==> src/rtl/aes_pkg.sv <==
// aes_pkg: shared constants and index helpers for the (Inv)ShiftRows stage.
package aes_pkg;
  localparam int NB_MIN = 4;
  localparam int NB_MAX = 8;
  function automatic int sr_offset(input int nb, input int r);
    return (nb == 8 && r >= 2) ? r + 1 : r;
  endfunction
  // LSB position of byte s[r][c]; byte 0 sits in the MSBs, column-major.
  function automatic int sr_idx(input int r, input int c, input int nb);
    return 32 * nb - 8 - 8 * (4 * c + r);
  endfunction
endpackage

==> src/rtl/aes_shift_rows_perm.sv <==
// aes_shift_rows_perm: combinational ShiftRows (inv=0) or InvShiftRows (inv=1) byte permutation.
module aes_shift_rows_perm
  import aes_pkg::*;
#(
  parameter int NB = 4
) (
  input  logic              inv,
  input  logic [32*NB-1:0]  istate,
  output logic [32*NB-1:0]  ostate
);
  for (genvar r = 0; r < 4; r++) begin : g_row
    for (genvar c = 0; c < NB; c++) begin : g_col
      localparam int FWD = (c + sr_offset(NB, r)) % NB;
      localparam int BWD = (c - sr_offset(NB, r) + NB) % NB;
      assign ostate[sr_idx(r, c, NB) +: 8] = inv ? istate[sr_idx(r, BWD, NB) +: 8]
                                                 : istate[sr_idx(r, FWD, NB) +: 8];
    end
  end
endmodule

==> src/rtl/aes_shift_rows_pipe.sv <==
// aes_shift_rows_pipe: registered, handshaked (Inv)ShiftRows stage for 4/6/8-column states.
// Define AES_SR_FAULT_DETECT_EN to build the inverse-permutation checker driving out_err.
module aes_shift_rows_pipe
  import aes_pkg::*;
#(
  parameter int NB = 4,
  localparam int W = 32 * NB
) (
  input  logic         clk,
  input  logic         rst_n,
  input  logic         flush,
  input  logic         in_valid,
  output logic         in_ready,
  input  logic         in_inv,
  input  logic [W-1:0] in_state,
  output logic         out_valid,
  input  logic         out_ready,
  output logic [W-1:0] out_state,
  output logic         out_err
);
  if (NB < NB_MIN || NB > NB_MAX || NB % 2 != 0) begin : g_bad_nb
    $error("aes_shift_rows_pipe: NB must be 4, 6 or 8");
  end
  logic         accept;
  logic [W-1:0] perm_state;
  assign in_ready = ~rst_n | ~out_valid | out_ready;
  assign accept   = in_valid & in_ready;
  aes_shift_rows_perm #(.NB(NB)) u_perm (
    .inv    (in_inv),
    .istate (in_state),
    .ostate (perm_state)
  );
  always_ff @(posedge clk)
    if (!rst_n) begin
      out_valid <= 1'b0;
      out_state <= '0;
    end else if (flush) out_valid <= 1'b0;
    else if (accept) begin
      out_valid <= 1'b1;
      out_state <= perm_state;
    end else if (out_ready) out_valid <= 1'b0;
`ifdef AES_SR_FAULT_DETECT_EN
  logic [W-1:0] copy_state;
  logic         copy_inv;
  logic [W-1:0] chk_state;
  // Undo the permutation on the held result; it must reproduce the captured input.
  aes_shift_rows_perm #(.NB(NB)) u_chk (
    .inv    (~copy_inv),
    .istate (out_state),
    .ostate (chk_state)
  );
  always_ff @(posedge clk)
    if (!rst_n) begin
      copy_state <= '0;
      copy_inv   <= 1'b0;
    end else if (accept && !flush) begin
      copy_state <= in_state;
      copy_inv   <= in_inv;
    end
  assign out_err = out_valid & (chk_state != copy_state);
`else
  assign out_err = 1'b0;
`endif
endmodule

==> config.mk <==
export PLATFORM = sky130hd
export DESIGN_NAME = aes_shift_rows_pipe
export DESIGN_NICKNAME = d
export VERILOG_FILES = /design/src/rtl/aes_pkg.sv /design/src/rtl/aes_shift_rows_perm.sv /design/src/rtl/aes_shift_rows_pipe.sv
export SDC_FILE = /design/constraint.sdc
export NUM_CORES = 1
export LEC_CHECK = 0
export ABC_AREA = 1
export CELL_PAD_IN_SITES_DETAIL_PLACEMENT = 0
export CELL_PAD_IN_SITES_GLOBAL_PLACEMENT = 1
export CORE_ASPECT_RATIO = 1.5
export CORE_MARGIN = 2
export CORE_UTILIZATION = 29
export CTS_BUF_LIST = sky130_fd_sc_hd__clkbuf_8
export DETAILED_ROUTE_END_ITERATION = 7
export PLACE_DENSITY = 0.77
export SLEW_MARGIN = 20
export SYNTH_ARGS = -nofsm -noshare
export SYNTH_HDL_FRONTEND = slang
export SYNTH_HIERARCHICAL = 1
export SYNTH_SLANG_ARGS = --single-unit
==> constraint.sdc <==
create_clock -name clk -period 2.7 [get_ports clk]
set_input_delay 0.54 -clock clk [delete_from_list [all_inputs] [get_ports clk]]
set_output_delay 0.54 -clock clk [all_outputs]
set_load 0.02 [all_outputs]
==> metrics.txt <==
# TYPE chip_impl_metric gauge
chip_impl_metric{name="sequential_cell_area",unit="mm^2"} 0.00258
chip_impl_metric{name="grt-ovfl-total",unit=""} 0
chip_impl_metric{name="finalSetupViolCount",unit=""} 0
chip_impl_metric{name="fin_worst_hold_slack",unit="ns"} 0.480
chip_impl_metric{name="final_layout_size_suffix_gt1_frac",unit=""} 0.0330
chip_impl_metric{name="timing.hold.worst_path_depth",unit=""} 2
chip_impl_metric{name="postSynthAreaPerCell",unit="um^2"} 6.28
chip_impl_metric{name="fp-row-count",unit=""} 69
chip_impl_metric{name="path_max_fanout",unit=""} 3
chip_impl_info{name="leading_cell_type_in_the_layout_fill_and_taps_excluded",value="nand2_1"} 1
chip_impl_metric{name="max_slew_margin",unit=""} 0.250
chip_impl_metric{name="slew_violations",unit=""} 0
chip_impl_metric{name="tritoncts_num_sinks",unit=""} 129
chip_impl_info{name="hold_path_class",value="register to register"} 1
chip_impl_info{name="synth_top_cell_by_area",value="dfxtp_1"} 1
chip_impl_metric{name="gr_layer_usage_met3",unit=""} 0.0542
chip_impl_info{name="clock-root-buffer",value="clkbuf_8"} 1
chip_impl_metric{name="skew",unit="ns"} 0.00612
chip_impl_metric{name="finalCriticalPeriod",unit="ns"} 2.31
chip_impl_metric{name="totalWireLength",unit="um"} 21400
chip_impl_metric{name="number_of_top_level_design_ports",unit=""} 265
chip_impl_metric{name="number_of_distinct_library_cells_after_synthesis",unit=""} 14
chip_impl_metric{name="path_depth_of_the_worst_reg2reg_path",unit=""} 5
chip_impl_metric{name="cpPeakStageDelay",unit="ns"} 0.62
chip_impl_info{name="tritoncts_clock_tree",value="yes"} 1
chip_impl_metric{name="post_cts_buffers",unit=""} 0
chip_impl_metric{name="detail_route.first_pass.iterations",unit=""} 6
chip_impl_metric{name="fin_util",unit=""} 0.404
chip_impl_info{name="setup.worst_path.end_class",value="primary output"} 1
chip_impl_metric{name="vias",unit=""} 6936
chip_impl_metric{name="wire_length_of_the_first_global_routing_pass",unit="um"} 32900
chip_impl_metric{name="buffers_added_on_ports",unit=""} 263
chip_impl_metric{name="synthesis.instances",unit=""} 1117
chip_impl_metric{name="fp.dieW",unit="um"} 131
chip_impl_info{name="min-delay-start",value="out_state[106]$_SDFFE_PN0P_"} 1
chip_impl_metric{name="detail_route.vias_per_cell",unit=""} 4.36
chip_impl_info{name="most_used_cells_in_the_layout_excluding_fill_and_tap_cells",value="nand2_1, clkdlybuf4s50_1, inv_1"} 1
chip_impl_metric{name="postSynthRegisterBits",unit=""} 129
chip_impl_metric{name="post_cts_resize_count",unit=""} 0
chip_impl_info{name="min_delay_worst_endpoint",value="out_state[106]$_SDFFE_PN0P_"} 1
chip_impl_metric{name="core_area",unit="mm^2"} 0.0237
chip_impl_info{name="critPathTopFamily",value="buffers and inverters"} 1
chip_impl_metric{name="power_density",unit="mW/mm^2"} 484
chip_impl_metric{name="dp_hpwl",unit="um"} 14400
chip_impl_info{name="start_to_end_type_of_the_worst_setup_path",value="input port to primary output"} 1
chip_impl_metric{name="cts_made_buffers",unit=""} 17
chip_impl_info{name="r2r-end",value="out_state[17]$_SDFFE_PN0P_"} 1
chip_impl_metric{name="number_of_filler_cells_placed_in_the_layout",unit=""} 2600
chip_impl_metric{name="place_congestion",unit=""} 0.745
chip_impl_metric{name="cts.clk_slew.worst_paths",unit="ns"} 0.06
chip_impl_metric{name="avgRoutedWirePerCell",unit="um"} 13.4
chip_impl_metric{name="clk_latency",unit="ns"} 0.45
chip_impl_info{name="critical-path-top-cell-by-count",value="clkdlybuf4s50_1"} 1
chip_impl_metric{name="reg2reg_slack",unit="ns"} 0.94
chip_impl_info{name="crit_path_cell_chain",value="clkdlybuf4s50_1 -> inv_1 -> nand3_4 -> clkdlybuf4s50_1"} 1
chip_impl_metric{name="cts_hold_buf",unit=""} 0
chip_impl_info{name="status",value="complete, no violations"} 1
chip_impl_info{name="crit_path_top_delay_cell",value="clkdlybuf4s50_1"} 1
chip_impl_metric{name="critPathBufInv",unit=""} 3
chip_impl_metric{name="nets",unit=""} 1397
chip_impl_metric{name="fmaxAchievable",unit="MHz"} 433
chip_impl_metric{name="cp.required",unit="ns"} 2.16
chip_impl_metric{name="grtUsageMet2",unit=""} 0.293
chip_impl_metric{name="grtUsageTotal",unit=""} 0.165
chip_impl_metric{name="chipHeight",unit="um"} 194
chip_impl_metric{name="cts_buffer_depth",unit=""} 2
chip_impl_metric{name="detail-route-antenna-nets",unit=""} 0
chip_impl_metric{name="leakage_power",unit="nW"} 4.52
chip_impl_metric{name="hold_violations",unit=""} 0
chip_impl_metric{name="starting_density",unit=""} 0.295
chip_impl_metric{name="area_added_between_synthesis_and_finish",unit="%"} 36.7
chip_impl_metric{name="worstPathArrival",unit="ns"} 1.77
chip_impl_metric{name="cap_viol_max_count",unit=""} 0
chip_impl_metric{name="maximum_number_of_pins_on_one_net_before_global_route_repair",unit=""} 205
chip_impl_metric{name="vdd_drop_max",unit="mV"} 0.261
chip_impl_metric{name="ys_warn_count",unit=""} 6
chip_impl_metric{name="cts_htree_levels",unit=""} 4
chip_impl_metric{name="synthesis.nets",unit=""} 1251
chip_impl_metric{name="max_slew.worst_pin.slew",unit="ns"} 1.13
chip_impl_metric{name="dieArea",unit="mm^2"} 0.0255
chip_impl_metric{name="antenna_found_initial",unit=""} 0
chip_impl_metric{name="number_of_global_route_vias_before_repair",unit=""} 6090
chip_impl_metric{name="area_fraction_of_the_dominant_cell_type_after_synthesis",unit=""} 0.368
chip_impl_info{name="rr_startpoint",value="out_valid$_SDFFE_PP0P_"} 1
chip_impl_metric{name="final.setup.tns",unit="ns"} 0
chip_impl_metric{name="drt_iter0_markers",unit=""} 324
chip_impl_metric{name="antenna-diode-count",unit=""} 0
chip_impl_info{name="gr-max-usage-layer",value="met2"} 1
chip_impl_metric{name="part_of_the_cycle_the_worst_path_needs",unit=""} 0.856
chip_impl_metric{name="drc",unit=""} 0
chip_impl_info{name="leading_cell_types_by_total_area_after_synthesis",value="dfxtp_1, nand2_1, a21oi_1"} 1
chip_impl_metric{name="yosysSeqAreaShare",unit=""} 0.368
chip_impl_metric{name="p_total",unit="mW"} 4.64
chip_impl_metric{name="synth.cell_area",unit="mm^2"} 0.00701
chip_impl_metric{name="multi_input_gate_area",unit="mm^2"} 0.00301
chip_impl_info{name="timing.critical_path.from_type",value="input port"} 1
chip_impl_metric{name="grtUsageMet1",unit=""} 0.184
chip_impl_info{name="grt_setup_unrepaired",value="no"} 1
[per-stage QoR]
stage | setup slack (ns) | std cells | cell area, um^2
CTS | 0.382 | 1591 | 9590
detailed placement | 0.390 | 1563 | 9300
global route | 0.351 | 1591 | 9590
global placement | 0.391 | 1563 | 9300
floorplan | 1.08 | 1117 | 7010
finish | 0.388 | 1591 | 9590
[metal layers]
| metal | wire (um) | vias up | part of all wire |
|---|---|---|---|
| met4 | 354 | 0 | 0.017 |
| met1 | 8720 | 3096 | 0.41 |
| li1 | - | 3646 | - |
| met2 | 11000 | 173 | 0.51 |
| met5 | 0 | - | 0 |
| met3 | 1310 | 21 | 0.061 |
[cell type report]
cell class,count,area share
Tap cell,319,0.0416
Inverter,131,0.0513
Multi-Input combinational cell,709,0.314
Timing Repair Buffer,275,0.294
Clock inverter,11,0.00587
Clock buffer,17,0.0244
Sequential cell,129,0.269
[worst reg2reg max path: cells and delay by family (launching register included)]
kind,cells,cell delay (ns)
simple gates,4,0.88
buf+inv,1,0.42
flops,1,0.35
[state kept, by name, summed over array words and instances (netlist names)]
signal and flops:
out_valid 1, out_state 128
[how the worst max path moves through the flow]
stage	start	end	slack, ns	cells past startpoint
floorplan	out_ready	in_ready	1.08	4
global placement	out_ready	in_ready	0.39	4
detailed placement	out_ready	in_ready	0.39	4
CTS	out_ready	in_ready	0.38	4
global route	out_ready	in_ready	0.35	4
finish	out_ready	in_ready	0.39	4
[cell usage after synthesis]
| master | number |
|---|---|
| nor2_1 | 128 |
| nand3_1 | 129 |
| buf_4 | 66 |
| nand2_1 | 320 |
| dfxtp_1 | 129 |
| conb_1 | 1 |
| clkbuf_8 | 6 |
| buf_2 | 67 |
| clkbuf_1 | 9 |
| inv_1 | 130 |
| nor3b_1 | 1 |
| inv_2 | 1 |
| a21oi_1 | 129 |
| nor2_2 | 1 |
[power by group]
part | internal, mW | leakage, nW | switching, mW | total [mW]
logic | 0.583 | 3.29 | 0.605 | 1.19
clock network | 0.590 | 0.162 | 0.764 | 1.35
registers | 2.03 | 1.06 | 0.0668 | 2.10
[cells by family after synthesis]
kind of cell | after synthesis | synth area share
other | 1 | 0.000535
AND/OR/NAND/NOR | 579 | 0.334
flip-flops | 129 | 0.368
AO/OA/AOI/OAI | 129 | 0.0921
buffers and inverters | 279 | 0.205
(Power assumes the default switching activity.)
